$ cat config.mk
export PLATFORM = sky130hd
export DESIGN_NAME = alu_muldiv
export DESIGN_NICKNAME = d
export VERILOG_FILES = /design/src/rtl/alu_muldiv_pkg.sv /design/src/rtl/alu_muldiv_sign_adjust.sv /design/src/rtl/alu_muldiv.sv
export SDC_FILE = /design/constraint.sdc
export NUM_CORES = 1
export LEC_CHECK = 0
export BUFFER_PORTS_ARGS = -buffer_cell sky130_fd_sc_hd__clkbuf_2
export CORE_UTILIZATION = 30
export DETAILED_ROUTE_END_ITERATION = 12
export PLACE_DENSITY = 0.49
export RECOVER_POWER = 100
export SETUP_SLACK_MARGIN = 0.2
export SLEW_MARGIN = 20
export SYNTH_ARGS = -nofsm -noshare
export SYNTH_HDL_FRONTEND = slang
export SYNTH_SLANG_ARGS = --single-unit
$ cat constraint.sdc
create_clock -name clk -period 6.4 [get_ports clk]
set_clock_uncertainty 0.05 [all_clocks]
set_input_delay 1.28 -clock clk [delete_from_list [all_inputs] [get_ports clk]]
set_output_delay 1.28 -clock clk [all_outputs]
set_load 0.02 [all_outputs]
$ cat src/rtl/alu_muldiv_pkg.sv
// Shared types and opcode helpers for the iterative RV32M multiply/divide unit.
// Signedness is decided from funct3 alone, so the same helpers condition operands and results.
package alu_muldiv_pkg;

    typedef enum logic [2:0] {
        MD_MUL    = 3'b000,
        MD_MULH   = 3'b001,
        MD_MULHSU = 3'b010,
        MD_MULHU  = 3'b011,
        MD_DIV    = 3'b100,
        MD_DIVU   = 3'b101,
        MD_REM    = 3'b110,
        MD_REMU   = 3'b111
    } md_op_e;

    typedef enum logic [1:0] {
        IDLE = 2'b00,
        BUSY = 2'b01,
        DONE = 2'b10
    } state_t;

    function automatic logic is_signed_a(input md_op_e op);
        return op inside {MD_MUL, MD_MULH, MD_MULHSU, MD_DIV, MD_REM};
    endfunction

    function automatic logic is_signed_b(input md_op_e op);
        return op inside {MD_MUL, MD_MULH, MD_DIV, MD_REM};
    endfunction

    function automatic logic is_div(input md_op_e op);
        return op[2];
    endfunction

endpackage

$ cat src/rtl/alu_muldiv_sign_adjust.sv
// Conditional two's-complement negate: magnitude extraction on the way in,
// sign restoration on the way out.
module md_sign_adjust #(
    parameter int WIDTH = 32
) (
    input  logic [WIDTH-1:0] value_i,
    input  logic             negate_i,
    output logic [WIDTH-1:0] result_o
);

    assign result_o = negate_i ? (WIDTH'(0) - value_i) : value_i;

endmodule

$ cat src/rtl/alu_muldiv.sv
// Radix-2 iterative RV32M multiply/divide: one shift-add or restoring-divide step per cycle,
// fixed DATA_WIDTH-cycle latency, valid/ready on both sides, flush aborts in-flight work.
module alu_muldiv
    import alu_muldiv_pkg::*;
#(
    parameter int DATA_WIDTH    = 32,
    parameter int OPCODE_LENGTH = 3
) (
    input  logic                     clk,
    input  logic                     rst_n,
    input  logic                     flush,
    input  logic                     in_valid,
    output logic                     in_ready,
    input  logic [DATA_WIDTH-1:0]    SrcA,
    input  logic [DATA_WIDTH-1:0]    SrcB,
    input  logic [OPCODE_LENGTH-1:0] Operation,
    output logic                     out_valid,
    input  logic                     out_ready,
    output logic [DATA_WIDTH-1:0]    MDResult,
    output logic                     busy
);

    localparam int W  = DATA_WIDTH;
    localparam int CW = $clog2(DATA_WIDTH + 1);

    state_t         state_q, state_d;
    md_op_e         op_q, op_d, op_in;
    logic [W-1:0]   opnd_q, opnd_d;
    logic [W-1:0]   hi_q, hi_d;
    logic [W-1:0]   lo_q, lo_d;
    logic [W-1:0]   result_q, result_d;
    logic [CW-1:0]  cnt_q, cnt_d;
    logic           res_neg_q, res_neg_d;
    logic           rem_neg_q, rem_neg_d;
    logic           divzero_q, divzero_d;

    logic           load, step, finish;
    logic           sign_a, sign_b;
    logic [W-1:0]   mag_a, mag_b;

    logic [W:0]     mul_sum;
    logic [W:0]     div_shift;
    logic [W-1:0]   div_diff;
    logic           div_ok;
    logic [W-1:0]   step_hi, step_lo;
    logic [2*W-1:0] prod_fix;
    logic [W-1:0]   quot_fix, rem_fix;
    logic [W-1:0]   final_res;

    assign op_in  = md_op_e'(Operation[2:0]);
    assign sign_a = SrcA[W-1] & is_signed_a(op_in);
    assign sign_b = SrcB[W-1] & is_signed_b(op_in);

    md_sign_adjust #(.WIDTH(W)) u_mag_a (.value_i(SrcA), .negate_i(sign_a), .result_o(mag_a));
    md_sign_adjust #(.WIDTH(W)) u_mag_b (.value_i(SrcB), .negate_i(sign_b), .result_o(mag_b));

    // Multiply: hi:lo holds partial product above the not-yet-consumed multiplier bits.
    // Divide: hi is the partial remainder, lo shifts dividend bits out and quotient bits in.
    assign mul_sum   = {1'b0, hi_q} + (lo_q[0] ? {1'b0, opnd_q} : '0);
    assign div_shift = {hi_q, lo_q[W-1]};
    assign div_ok    = (div_shift >= {1'b0, opnd_q});
    assign div_diff  = W'(div_shift - {1'b0, opnd_q});

    always_comb begin
        if (is_div(op_q)) begin
            step_hi = div_ok ? div_diff : div_shift[W-1:0];
            step_lo = {lo_q[W-2:0], div_ok};
        end else begin
            step_hi = mul_sum[W:1];
            step_lo = {mul_sum[0], lo_q[W-1:1]};
        end
    end

    md_sign_adjust #(.WIDTH(2*W)) u_fix_prod (
        .value_i({step_hi, step_lo}), .negate_i(res_neg_q), .result_o(prod_fix));
    md_sign_adjust #(.WIDTH(W)) u_fix_quot (
        .value_i(step_lo), .negate_i(res_neg_q), .result_o(quot_fix));
    md_sign_adjust #(.WIDTH(W)) u_fix_rem (
        .value_i(step_hi), .negate_i(rem_neg_q), .result_o(rem_fix));

    // A zero divisor leaves |SrcA| as remainder, so only the quotient needs an override.
    always_comb begin
        case (op_q)
            MD_MUL:                        final_res = prod_fix[W-1:0];
            MD_MULH, MD_MULHSU, MD_MULHU:  final_res = prod_fix[2*W-1:W];
            MD_DIV, MD_DIVU:               final_res = divzero_q ? '1 : quot_fix;
            default:                       final_res = rem_fix;
        endcase
    end

    // NOTE: every output of a combinational block gets a default first, so no path infers a latch.
    always_comb begin
        state_d = state_q;
        load    = 1'b0;
        step    = 1'b0;
        finish  = 1'b0;
        case (state_q)
            IDLE: begin
                if (in_valid && !flush) begin
                    load    = 1'b1;
                    state_d = BUSY;
                end
            end
            BUSY: begin
                step = 1'b1;
                if (cnt_q == CW'(1)) begin
                    finish  = 1'b1;
                    state_d = DONE;
                end
            end
            DONE: begin
                if (out_ready) state_d = IDLE;
            end
            default: state_d = IDLE;
        endcase
        if (flush) state_d = IDLE;
    end

    always_comb begin
        op_d      = op_q;
        opnd_d    = opnd_q;
        hi_d      = hi_q;
        lo_d      = lo_q;
        cnt_d     = cnt_q;
        res_neg_d = res_neg_q;
        rem_neg_d = rem_neg_q;
        divzero_d = divzero_q;
        result_d  = result_q;
        if (load) begin
            op_d      = op_in;
            opnd_d    = is_div(op_in) ? mag_b : mag_a;
            lo_d      = is_div(op_in) ? mag_a : mag_b;
            hi_d      = '0;
            cnt_d     = CW'(W);
            res_neg_d = sign_a ^ sign_b;
            rem_neg_d = sign_a;
            divzero_d = (SrcB == '0);
        end else if (step) begin
            hi_d  = step_hi;
            lo_d  = step_lo;
            cnt_d = cnt_q - CW'(1);
            if (finish) result_d = final_res;
        end
    end

    always_ff @(posedge clk or negedge rst_n) begin
        if (!rst_n) begin
            state_q <= IDLE;
        end else begin
            state_q <= state_d;
        end
    end

    // NOTE: state registers use non-blocking assignment and reset asynchronously to zero.
    always_ff @(posedge clk or negedge rst_n) begin
        if (!rst_n) begin
            op_q      <= MD_MUL;
            opnd_q    <= '0;
            hi_q      <= '0;
            lo_q      <= '0;
            cnt_q     <= '0;
            res_neg_q <= 1'b0;
            rem_neg_q <= 1'b0;
            divzero_q <= 1'b0;
            result_q  <= '0;
        end else begin
            op_q      <= op_d;
            opnd_q    <= opnd_d;
            hi_q      <= hi_d;
            lo_q      <= lo_d;
            cnt_q     <= cnt_d;
            res_neg_q <= res_neg_d;
            rem_neg_q <= rem_neg_d;
            divzero_q <= divzero_d;
            result_q  <= result_d;
        end
    end

    assign in_ready  = (state_q == IDLE);
    assign out_valid = (state_q == DONE);
    assign busy      = (state_q != IDLE);
    assign MDResult  = result_q;

endmodule
After elaboration in Yosys (flattened, before gate mapping):

Index checks and enable logic that the tools add are counted.

* register bits after elaboration: 142
* bits in latches: 0
* RAM bits: 0
* bits in read-only memories: 0
* input port bits: 72
* output and inout port bits: 35
* logic and storage cells: 81
* memories kept: 0

* add/sub/neg operators: 8
* $mul: 0
* div/mod/pow operators: 0
* magnitude comparators: 1
* eq/ne operators: 15
* shift-type cells: 0
* mux-type cells: 29
* bitwise operators: 4
* reductions and logical operators: 14

Operators by type and width (number)
* two-way mux 32 bit: 15
* subtractor 1 x 32 -> 32 bit (first input constant): 4
* case mux 32 bit (3 select lines): 1
* two-way mux 64 bit: 1
* subtractor 1 x 64 -> 64 bit (first input constant): 1
* adder 32 x 32 -> 33 bit: 1
* >= comparator 33 x 32 -> 1 bit: 1
* zero test 32 bit: 1
* subtractor 32 bit: 1
* == test 3 bit (second input constant): 4
* two-way mux 6 bit: 2
* == test 3 x 2 -> 1 bit (second input constant): 3
* two-way mux 2 bit: 4
* == test 3 x 1 -> 1 bit (second input constant): 2
* == test 6 x 1 -> 1 bit (second input constant): 1
* zero test 3 bit: 2
* != test 3 x 2 -> 1 bit (second input constant): 2
* case mux 2 bit (3 select lines): 1
* AND reduction 3 bit: 2
* subtractor 6 x 1 -> 6 bit (second input constant): 1
* two-way mux 1 bit: 5
* nonzero test 5 bit: 1
* nonzero test 2 bit: 2
* nonzero test 4 bit: 1
* 11 further kinds: 12

Depth between registers and ports, before layout:

Gate-level depths: netlist of the first run.

* depth in word-level cells: 7
* depth in mapped cells: 23
* mapped depth without buffers: 19

Modules after synthesis:

From an unflattened synthesis of the first run, not the netlist that was laid out.

* cell total of the unflattened synthesis: 2145
* area, all modules: 16889.9 um2

By module, submodules not included
* alu_muldiv: times used 1, cells each 1515, area each 12368.1 um2, sequential area each 3553.4 um2
* md_sign_adjust at u_fix_quot ...: times used 4, cells each 108, area each 767.0 um2, sequential area each 0.0 um2
* md_sign_adjust at u_fix_prod: times used 1, cells each 198, area each 1453.9 um2, sequential area each 0.0 um2

Worst setup path before layout of the first run:

OpenSTA, ideal clock, no wires.

* path kind: flip-flop to flip-flop
* start point: register op_q[2]
* end point: register result_q[30], in the netlist MDResult[30]
* setup time: 0.122 ns
* data arrival time: 4.558 ns
* data required time: 6.228 ns
* path slack: 1.670 ns
* stages on the path, launching flop included: 19
* buffers on the path: 8
* period minus slack after synthesis: 4.730 ns
* cells stage by stage: dfrtp_1 buf_2 buf_1 buf_2 buf_2 buf_2 buf_1 buf_2 mux2i_1 ha_1 inv_1 nor4_1 nand3b_1 nand2b_1 or3_1 clkbuf_1 or4_1 a31oi_1 o21ai_1

* longest elaborated chain between the ends: 5
* elaborated cells on any way between the ends: 18
* classes of those cells: add/sub: 3; eq/ne: 5; mux: 7; reduce/logical: 3

RTL lines
* from (decl): RTL line alu_muldiv.sv:27 `md_op_e op_q, op_d, op_in;`
* from (signal assigned): RTL line alu_muldiv.sv:167 `op_q <= op_d;`
* two-way mux 32 bit: RTL line alu_muldiv.sv:65 `if (is_div(op_q)) begin`
* subtractor 1 x 32 -> 32 bit: RTL line alu_muldiv_sign_adjust.sv:11 `assign result_o = negate_i ? (WIDTH'(0) - value_i) : value_i;`
* two-way mux 32 bit: RTL line alu_muldiv_sign_adjust.sv:11
* two-way mux 32 bit: RTL line alu_muldiv.sv:86 `MD_DIV, MD_DIVU: final_res = divzero_q ? '1 : quot_fix;`
* case mux 32 bit (3 select lines) (*): RTL line alu_muldiv.sv:83 `case (op_q)`
* to (signal assigned): RTL line alu_muldiv.sv:175 `result_q <= result_d;`
* to (decl): RTL line alu_muldiv.sv:31 `logic [W-1:0] result_q, result_d;`

Every way passes the cells marked *; elsewhere a longest branch is shown, timed or not.
A chain may end at the register's enable or synchronous reset.

Worst setup path after layout of the first run:

* start point: register opnd_q[18]
* end point: register result_q[29], in the netlist MDResult[29]

* longest elaborated chain between the ends: 6
* elaborated cells on any way between the ends: 15
* classes of those cells: add/sub: 5; order compare: 1; mux: 9

RTL lines
* from (decl): RTL line alu_muldiv.sv:28 `logic [W-1:0] opnd_q, opnd_d;`
* from (signal assigned): RTL line alu_muldiv.sv:168 `opnd_q <= opnd_d;`
* two-way mux 32 bit (tied with other cells): RTL line alu_muldiv.sv:59 `assign mul_sum = {1'b0, hi_q} + (lo_q[0] ? {1'b0, opnd_q} : '0);`
* adder 32 x 32 -> 33 bit (tied with other cells): RTL line alu_muldiv.sv:59
* two-way mux 32 bit / subtractor 1 x 32 -> 32 bit (equally long branches): RTL line alu_muldiv.sv:65, alu_muldiv_sign_adjust.sv:11
* subtractor 1 x 64 -> 64 bit (tied with other cells): RTL line alu_muldiv_sign_adjust.sv:11
* two-way mux 64 bit (tied with other cells): RTL line alu_muldiv_sign_adjust.sv:11
* case mux 32 bit (3 select lines) (*): RTL line alu_muldiv.sv:83

Marked as above.

==> results of run 1 <==
[cell families (layout without fill, tap and decap cells)]
logic type / after synthesis / after routing / share of synthesized area
buf+inv: 215 / 270 / 0.0539
xor+xnor: 140 / 140 / 0.0756
fa+ha+maj: 72 / 72 / 0.0564
compound gates: 746 / 746 / 0.302
mux: 53 / 53 / 0.0332
simple gates: 845 / 845 / 0.260
flops: 142 / 142 / 0.219
[synthesized netlist by cell type, types with 20 or more instances]
cell	count
nand2_1	265
o21ai_0	217
a21oi_1	182
nor2_1	175
dfrtp_1	142
clkbuf_1	93
xnor2_1	79
nand3_1	78
nor3_1	73
ha_1	70
inv_1	70
xor2_1	61
o211ai_1	56
mux2i_1	47
and2_1	46
a21o_1	32
nand4_1	32
o31ai_1	30
buf_2	25
nor4_1	24
and3_1	23
a31oi_1	22
or3_1	21
o21a_1	20
[final cells by class]
cell class / count / area (um^2)
Fill cell: 5795 / 35000
Multi-Input combinational cell: 1856 / 11800
Sequential cell: 142 / 3560
Timing Repair Buffer: 168 / 912
Tap cell: 688 / 861
Clock buffer: 21 / 480
Inverter: 71 / 267
Clock inverter: 10 / 149
[worst min path at each step]
stage | start | end | slack, ns | cells after the start
2_1_floorplan | opnd_q[1]$_DFFE_PN0P_ | opnd_q[1]$_DFFE_PN0P_ | 0.41 | 2
3_3_place_gp | MDResult[16]$_DFFE_PN0P_ | MDResult[16]$_DFFE_PN0P_ | 0.42 | 2
3_5_place_dp | MDResult[2]$_DFFE_PN0P_ | MDResult[2]$_DFFE_PN0P_ | 0.42 | 2
4_1_cts | MDResult[2]$_DFFE_PN0P_ | MDResult[2]$_DFFE_PN0P_ | 0.44 | 2
5_1_grt | MDResult[3]$_DFFE_PN0P_ | MDResult[3]$_DFFE_PN0P_ | 0.47 | 2
6_report | MDResult[2]$_DFFE_PN0P_ | MDResult[2]$_DFFE_PN0P_ | 0.43 | 2
[worst min-delay path, cell delays in order, from the launching register on]
cell and delay, ns:
dfrtp_1 0.34, nand2_1 0.04, o21ai_0 0.06
[registers in the layout (all words and copies together) (netlist names)]
| name | count |
|---|---|
| hi_q | 32 |
| res_neg_q | 1 |
| cnt_q | 6 |
| divzero_q | 1 |
| lo_q | 32 |
| op_q | 3 |
| MDResult | 32 |
| opnd_q | 32 |
| state_q | 2 |
| rem_neg_q | 1 |
[report_power, final]
group	total (mW)	internal, mW	switching, mW
Combinational	6.97	2.32	4.65
Sequential	1.62	1.21	0.415
Clock	1.13	0.656	0.473
Total	9.72	4.18	5.54
[metrics by stage]
step | util | hold slack [ns]
6_report | 0.340 | 0.433
5_1_grt | 0.340 | 0.466
4_1_cts | 0.342 | 0.438
3_5_place_dp | 0.330 | 0.423
3_3_place_gp | 0.330 | 0.416
2_1_floorplan | - | 0.413
[routing by layer]
metal,global-route usage,part of all wire,up-vias,wire length [um]
met2,0.436,0.45,648,34000
met3,0.0445,0.062,112,4640
met5,0,0,-,0
met1,0.364,0.44,8589,32900
met4,0.137,0.046,0,3430
li1,-,-,8262,-
==> impl_results.md, run 1 <==
* Setup crit start kind: register
* VDD IR-drop max at 0.258 mV
* Crit path DAT at 6.18 ns
* N_diodes at 0
* CTS buffer count at 17
* CP max stage cell: nor3_1
* Global-route wire length before repair at 111 mm
* CP top delay family: compound AO/OA/AOI/OAI gates
* Via density at 5.96
* Setup TNS at 0 ns
* Crit. Startpoint: opnd_q[18]$_DFFE_PN0P_
* Largest net degree at the start of global routing at 87
* Via count at 17600
* Via count of the first global-routing pass at 16700
* Total Power at 9.72 mW
* Commonest non-fill, non-tap cells in the layout: nand2_1 (265), o21ai_0 (216), a21oi_1 (182)
* Post-DP Area at 0.0175 mm^2
* GRT Util Overall at 0.276
* Ranking of synthesized cells by area: dfrtp_1 (22%), o21ai_0 (6.7%), nand2_1 (6.1%)
* Violated checks: capacitance limit, slew limit
* Row Count at 84
* Seq cells post-synth at 142
* Post-Syn Area per Cell at 7.33 um^2
* RR Startpoint: opnd_q[18]$_DFFE_PN0P_
* DIE WIDTH at 235 um
* Fmax at 171 MHz
* Post-synth EDFFs at 0
* Min Tclk post-route at 5.84 ns
* Top-area cell type share of the netlist area at 0.219
* CTS sink count at 142
* Slowest cell delay on critical path at 1.04 ns
* Hold/Removal Path Class: reg -> reg
* Status: complete, but fails checks
* DRC at 0
* Critical path depth at 15
* Worst r2r path cells at 15
* Area leader, netlist: dfrtp_1
* FFs w/ async S/R, synth at 1.00
* R2R Path End: MDResult[29]$_DFFE_PN0P_
* Setup ws final at 0.555 ns
* Setup CP Type: reg -> reg
* Antenna violations before repair at 3
* Sequential element share of the synthesized area at 0.219
* Pleak at 7.37 nW
* RSZ-0062 raised after global routing: false
* WL/cell at 25.3 um
* Grt ovf at 0
* Antenna Nets Post-Route at 0
* Relative slew margins at -1.47
* Dpl hpwl at 59.1 mm
* Fin area at 0.0180 mm^2
* Synth-to-layout area growth at 10.9%
* YS warnings at 0
* Worst-path clk slew at 0.07 ns
* Crit-path cells: inv_1 > ha_1 > a21oi_1 > o21ai_1 > a31oi_1 > nand3_1 > nor3_1 > o311ai_0 > clkbuf_1 > o2bb2ai_1 > nor4b_2 > nand2_1 > o41ai_1 > a221oi_1 > a221o_1
* Distinct cells, synth at 99
* Initial DRC Count at 1630
* Final setup violation count at 0
* Syn nets at 2357
* Initial core utilization at 0.306
* Core ar. at 0.0530 mm^2
* Crit end category: register
* Post-Layout Cell Count at 2956
* Fraction of layout cells with a size suffix above 1 at 0.0917
* Worst Setup EP: MDResult[29]$_DFFE_PN0P_
* Post-Syn Instances at 2213
* Inst Count DP at 2925
* Pre-Repair DR Iteration Count at 5
* Clock Latency Late Sink at 0.50 ns
* Tcrit/Tclk final at 0.913
* PwrDens at 540 mW/mm^2
* Die Span Y at 235 um
* Post-CTS Resized at 0
* # Post-CTS Setup Buffers at 0
* Max Slew Vio Count at 280
* Top FF cell, synth: dfrtp_1
* Clock Tree Buf Depth at 2
* WP data required at 6.73 ns
* WL final at 74.9 mm
* CTS H-tree lvls at 4
* Number of I/O port buffers at 106
* Worst-Margin Slew at 3.71 ns
* Post-Syn Area at 0.0162 mm^2
* Most common cell after layout, fill and taps aside: nand2_1
* Critical path buffers and inverters at 2
* # nets final at 2400
* Maxcap violations at 5
* Dpl ws at 0.751 ns
* Worst Path Max Fanout at 10
* Post-cts hold buffer count at 0
* # IOs at 107
* R2r setup slk at 0.56 ns
* CTS tree: built
* Die ar. at 0.0550 mm^2
* Root buffer cell: clkbuf_16
* Final hold violation count at 0
* RD Place Congestion at 1.01
(Power assumes the default switching activity.)
==> run 2: changes to the inputs <==
--- a/config.mk
+++ b/config.mk
@@ -6,10 +6,13 @@
 export NUM_CORES = 1
 export LEC_CHECK = 0
 export BUFFER_PORTS_ARGS = -buffer_cell sky130_fd_sc_hd__clkbuf_2
+export CORE_ASPECT_RATIO = 1.75
+export CORE_MARGIN = 2
 export CORE_UTILIZATION = 30
 export DETAILED_ROUTE_END_ITERATION = 12
 export PLACE_DENSITY = 0.49
 export RECOVER_POWER = 100
+export REMOVE_ABC_BUFFERS = 1
 export SETUP_SLACK_MARGIN = 0.2
 export SLEW_MARGIN = 20
 export SYNTH_ARGS = -nofsm -noshare
==> impl_results.md, run 2 (synthesis gave the netlist of run 1 again) <==
* CTS buffer count at 17 (unchanged)
* Clock Tree Buf Depth at 2 (unchanged)
* Crit-path cells: ha_1 > nand4_1 > nor4b_4 > o311a_1 > nor3_4 > a311o_1 > a211oi_1 > nand3_1 > o41ai_1 > xnor2_1 > o221ai_1 > buf_4 > o21ai_1 (was inv_1 > ha_1 > a21oi_1 > o21ai_1 > a31oi_1 > nand3_1 > nor3_1 > o311ai_0 > clkbuf_1 > o2bb2ai_1 > nor4b_2 > nand2_1 > o41ai_1 > a221oi_1 > a221o_1)
* Dpl hpwl at 59.6 mm (was 59.1 mm)
* Area occupied by multi-input gates at 0.0118 mm^2 (about the same)
* Filler instances at 5739 (was 5795)
* Synth-to-layout area growth at 12.7% (was 10.9%)
* RD Place Congestion at 0.999 (was 1.01)
* GRT Util Overall at 0.259 (was 0.276)
* Most common cell after layout, fill and taps aside: nand2_1 (unchanged)
* Fraction of layout cells with a size suffix above 1 at 0.107 (was 0.0917)
* VDD IR-drop max at 0.212 mV (was 0.258 mV)
* Crit end category: register (unchanged)
* CTS H-tree lvls at 4 (unchanged)
* Final setup violation count at 0 (unchanged)
* Met2 usage at 0.484 (was 0.436)
* Core ar. at 0.0534 mm^2 (was 0.0530 mm^2)
* # IOs at 107 (unchanged)
* Clock Latency Late Sink at 0.46 ns (was 0.50 ns)
* Maxcap violations at 5 (unchanged)
* CTS sink count at 142 (unchanged)
* Post-Layout Cell Count at 2990 (was 2956)
* Tightest hold margin at 0.438 ns (was 0.433 ns)
* RR Startpoint: hi_q[27]$_DFFE_PN0P_ (was opnd_q[18]$_DFFE_PN0P_)
* Status: complete, but fails checks (unchanged)
* Crit path DAT at 6.36 ns (was 6.18 ns)
* Violated checks: capacitance limit, slew limit (unchanged)
* Setup crit start kind: register (unchanged)
* Pre-Repair DR Iteration Count at 6 (was 5)
* Worst hold endpoint: MDResult[4]$_DFFE_PN0P_ (was MDResult[2]$_DFFE_PN0P_)
* Commonest non-fill, non-tap cells in the layout: nand2_1 (265), o21ai_0 (217), a21oi_1 (182) (was nand2_1 (265), o21ai_0 (216), a21oi_1 (182))
* Tcrit/Tclk final at 0.948 (was 0.913)
* R2R Path End: MDResult[23]$_DFFE_PN0P_ (was MDResult[29]$_DFFE_PN0P_)
* Die ar. at 0.0560 mm^2 (was 0.0550 mm^2)
* Setup ws final at 0.330 ns (was 0.555 ns)
* Worst-path clk slew at 0.07 ns (about the same)
* Worst r2r path cells at 13 (was 15)
* Register area at 0.00356 mm^2 (about the same)
* Setup TNS at 0 ns (unchanged)
* Grt ovf at 0 (unchanged)
* Worst Path Max Fanout at 14 (was 10)
* Via density at 5.89 (was 5.96)
* Via count of the first global-routing pass at 17900 (was 16700)
* Inst Count DP at 2958 (was 2925)
* Post-cts hold buffer count at 0 (unchanged)
* Initial DRC Count at 1131 (was 1630)
* Critical path buffers and inverters at 1 (was 2)
* WP data required at 6.69 ns (was 6.73 ns)
* Post-CTS Resized at 0 (unchanged)
* Dpl ws at 0.821 ns (was 0.751 ns)
* CP max stage cell: o311a_1 (was nor3_1)
* CTS tree: built (unchanged)
* R2r setup slk at 0.33 ns (was 0.56 ns)
* Worst-Margin Slew at 4.27 ns (was 3.71 ns)
* Root buffer cell: clkbuf_16 (unchanged)
* Fmax at 165 MHz (was 171 MHz)
* CP top delay family: compound AO/OA/AOI/OAI gates (unchanged)
* Antenna Nets Post-Route at 0 (unchanged)
* Final hold violation count at 0 (unchanged)
* Met3 GRT Util at 0.0254 (was 0.0445)
* Slowest cell delay on critical path at 0.85 ns (was 1.04 ns)
* Antenna violations before repair at 3 (unchanged)
* Die Span Y at 312 um (was 235 um)
* Min Tclk post-route at 6.07 ns (was 5.84 ns)
* # nets final at 2437 (was 2400)
* Global-route wire length before repair at 110 mm (was 111 mm)
* PwrDens at 531 mW/mm^2 (was 540 mW/mm^2)
* GR Util met1 at 0.265 (was 0.364)
* RSZ-0062 raised after global routing: false (unchanged)
* Largest net degree at the start of global routing at 97 (was 87)
* DIE WIDTH at 180 um (was 235 um)
* Row Count at 112 (was 84)
* DRC at 0 (unchanged)
* GRT Max-Usage Layer: met2 (unchanged)
* Relative slew margins at -1.85 (was -1.47)
* WL/cell at 24.7 um (was 25.3 um)
* Hold/Removal Path Class: reg -> reg (unchanged)
* Number of I/O port buffers at 106 (unchanged)
* Via count at 17600 (about the same)
* Pleak at 7.54 nW (was 7.37 nW)
* Setup CP Type: reg -> reg (unchanged)
* N_diodes at 0 (unchanged)
* Initial core utilization at 0.304 (was 0.306)
* Hold depth at 2 (unchanged)
* # Post-CTS Setup Buffers at 0 (unchanged)
* Hold_sp: MDResult[4]$_DFFE_PN0P_ (was MDResult[2]$_DFFE_PN0P_)
* Max Slew Vio Count at 299 (was 280)
* Total Power at 9.71 mW (was 9.72 mW)
* WL final at 73.8 mm (was 74.9 mm)
-- run 2: changes by cell type in the layout (fill, tap and decap cells not counted), moves of 2 or more --
cell | before | now
buf_4 | 52 | 83
clkbuf_4 | 0 | 3
clkinv_2 | 0 | 3
clkbuf_1 | 47 | 49
inv_6 | 4 | 2
clkbuf_8 | 4 | 2
-- run 2: per-layer routing --
layer  vias to the layer above  wire [um]
met4                         2       5820
met5                         -         13
met1                      8500      26800
met3                       212       2510
met2                       563      38700
li1                       8336          -
-- run 2: final cells by class --
cell class | count | area share
multi-input cells | 1856 | 0.645
flip-flops and latches | 142 | 0.195
repair buffers | 205 | 0.0645
well taps | 684 | 0.0468
clock buffers | 19 | 0.0248
inverters | 71 | 0.0146
clock inverters | 13 | 0.0101
-- run 2: worst max path at each step --
stage | slack [ns] | startpoint | cells after the start | endpoint
final | 0.33 | hi_q[27]$_DFFE_PN0P_ | 13 | MDResult[23]$_DFFE_PN0P_
after global routing | 0.23 | hi_q[27]$_DFFE_PN0P_ | 13 | MDResult[23]$_DFFE_PN0P_
after CTS | 0.79 | opnd_q[9]$_DFFE_PN0P_ | 18 | MDResult[8]$_DFFE_PN0P_
after detailed placement | 0.82 | hi_q[11]$_DFFE_PN0P_ | 17 | MDResult[8]$_DFFE_PN0P_
after global placement | 0.89 | opnd_q[9]$_DFFE_PN0P_ | 18 | MDResult[8]$_DFFE_PN0P_
after floorplan | -0.81 | op_q[2]$_DFFE_PN0P_ | 10 | MDResult[28]$_DFFE_PN0P_
-- run 2: metrics by stage --
step	util	cell area, um^2
5_1_grt	0.342	18300
4_1_cts	0.345	18400
3_3_place_gp	0.333	17800
2_1_floorplan	-	15600
6_report	0.342	18300
3_5_place_dp	0.333	17800
-- run 2: worst min-delay path: cells and delay by family, from the launching register on --
family / cells / cell delay (ns)
flops: 1 / 0.35
compound gates: 1 / 0.06
simple gates: 1 / 0.05
-- run 2: report_power, final --
group / internal (mW) / switching [mW] / leakage, nW
Sequential: 1.21 / 0.418 / 1.82
Combinational: 2.45 / 4.50 / 5.42
Clock: 0.674 / 0.461 / 0.310
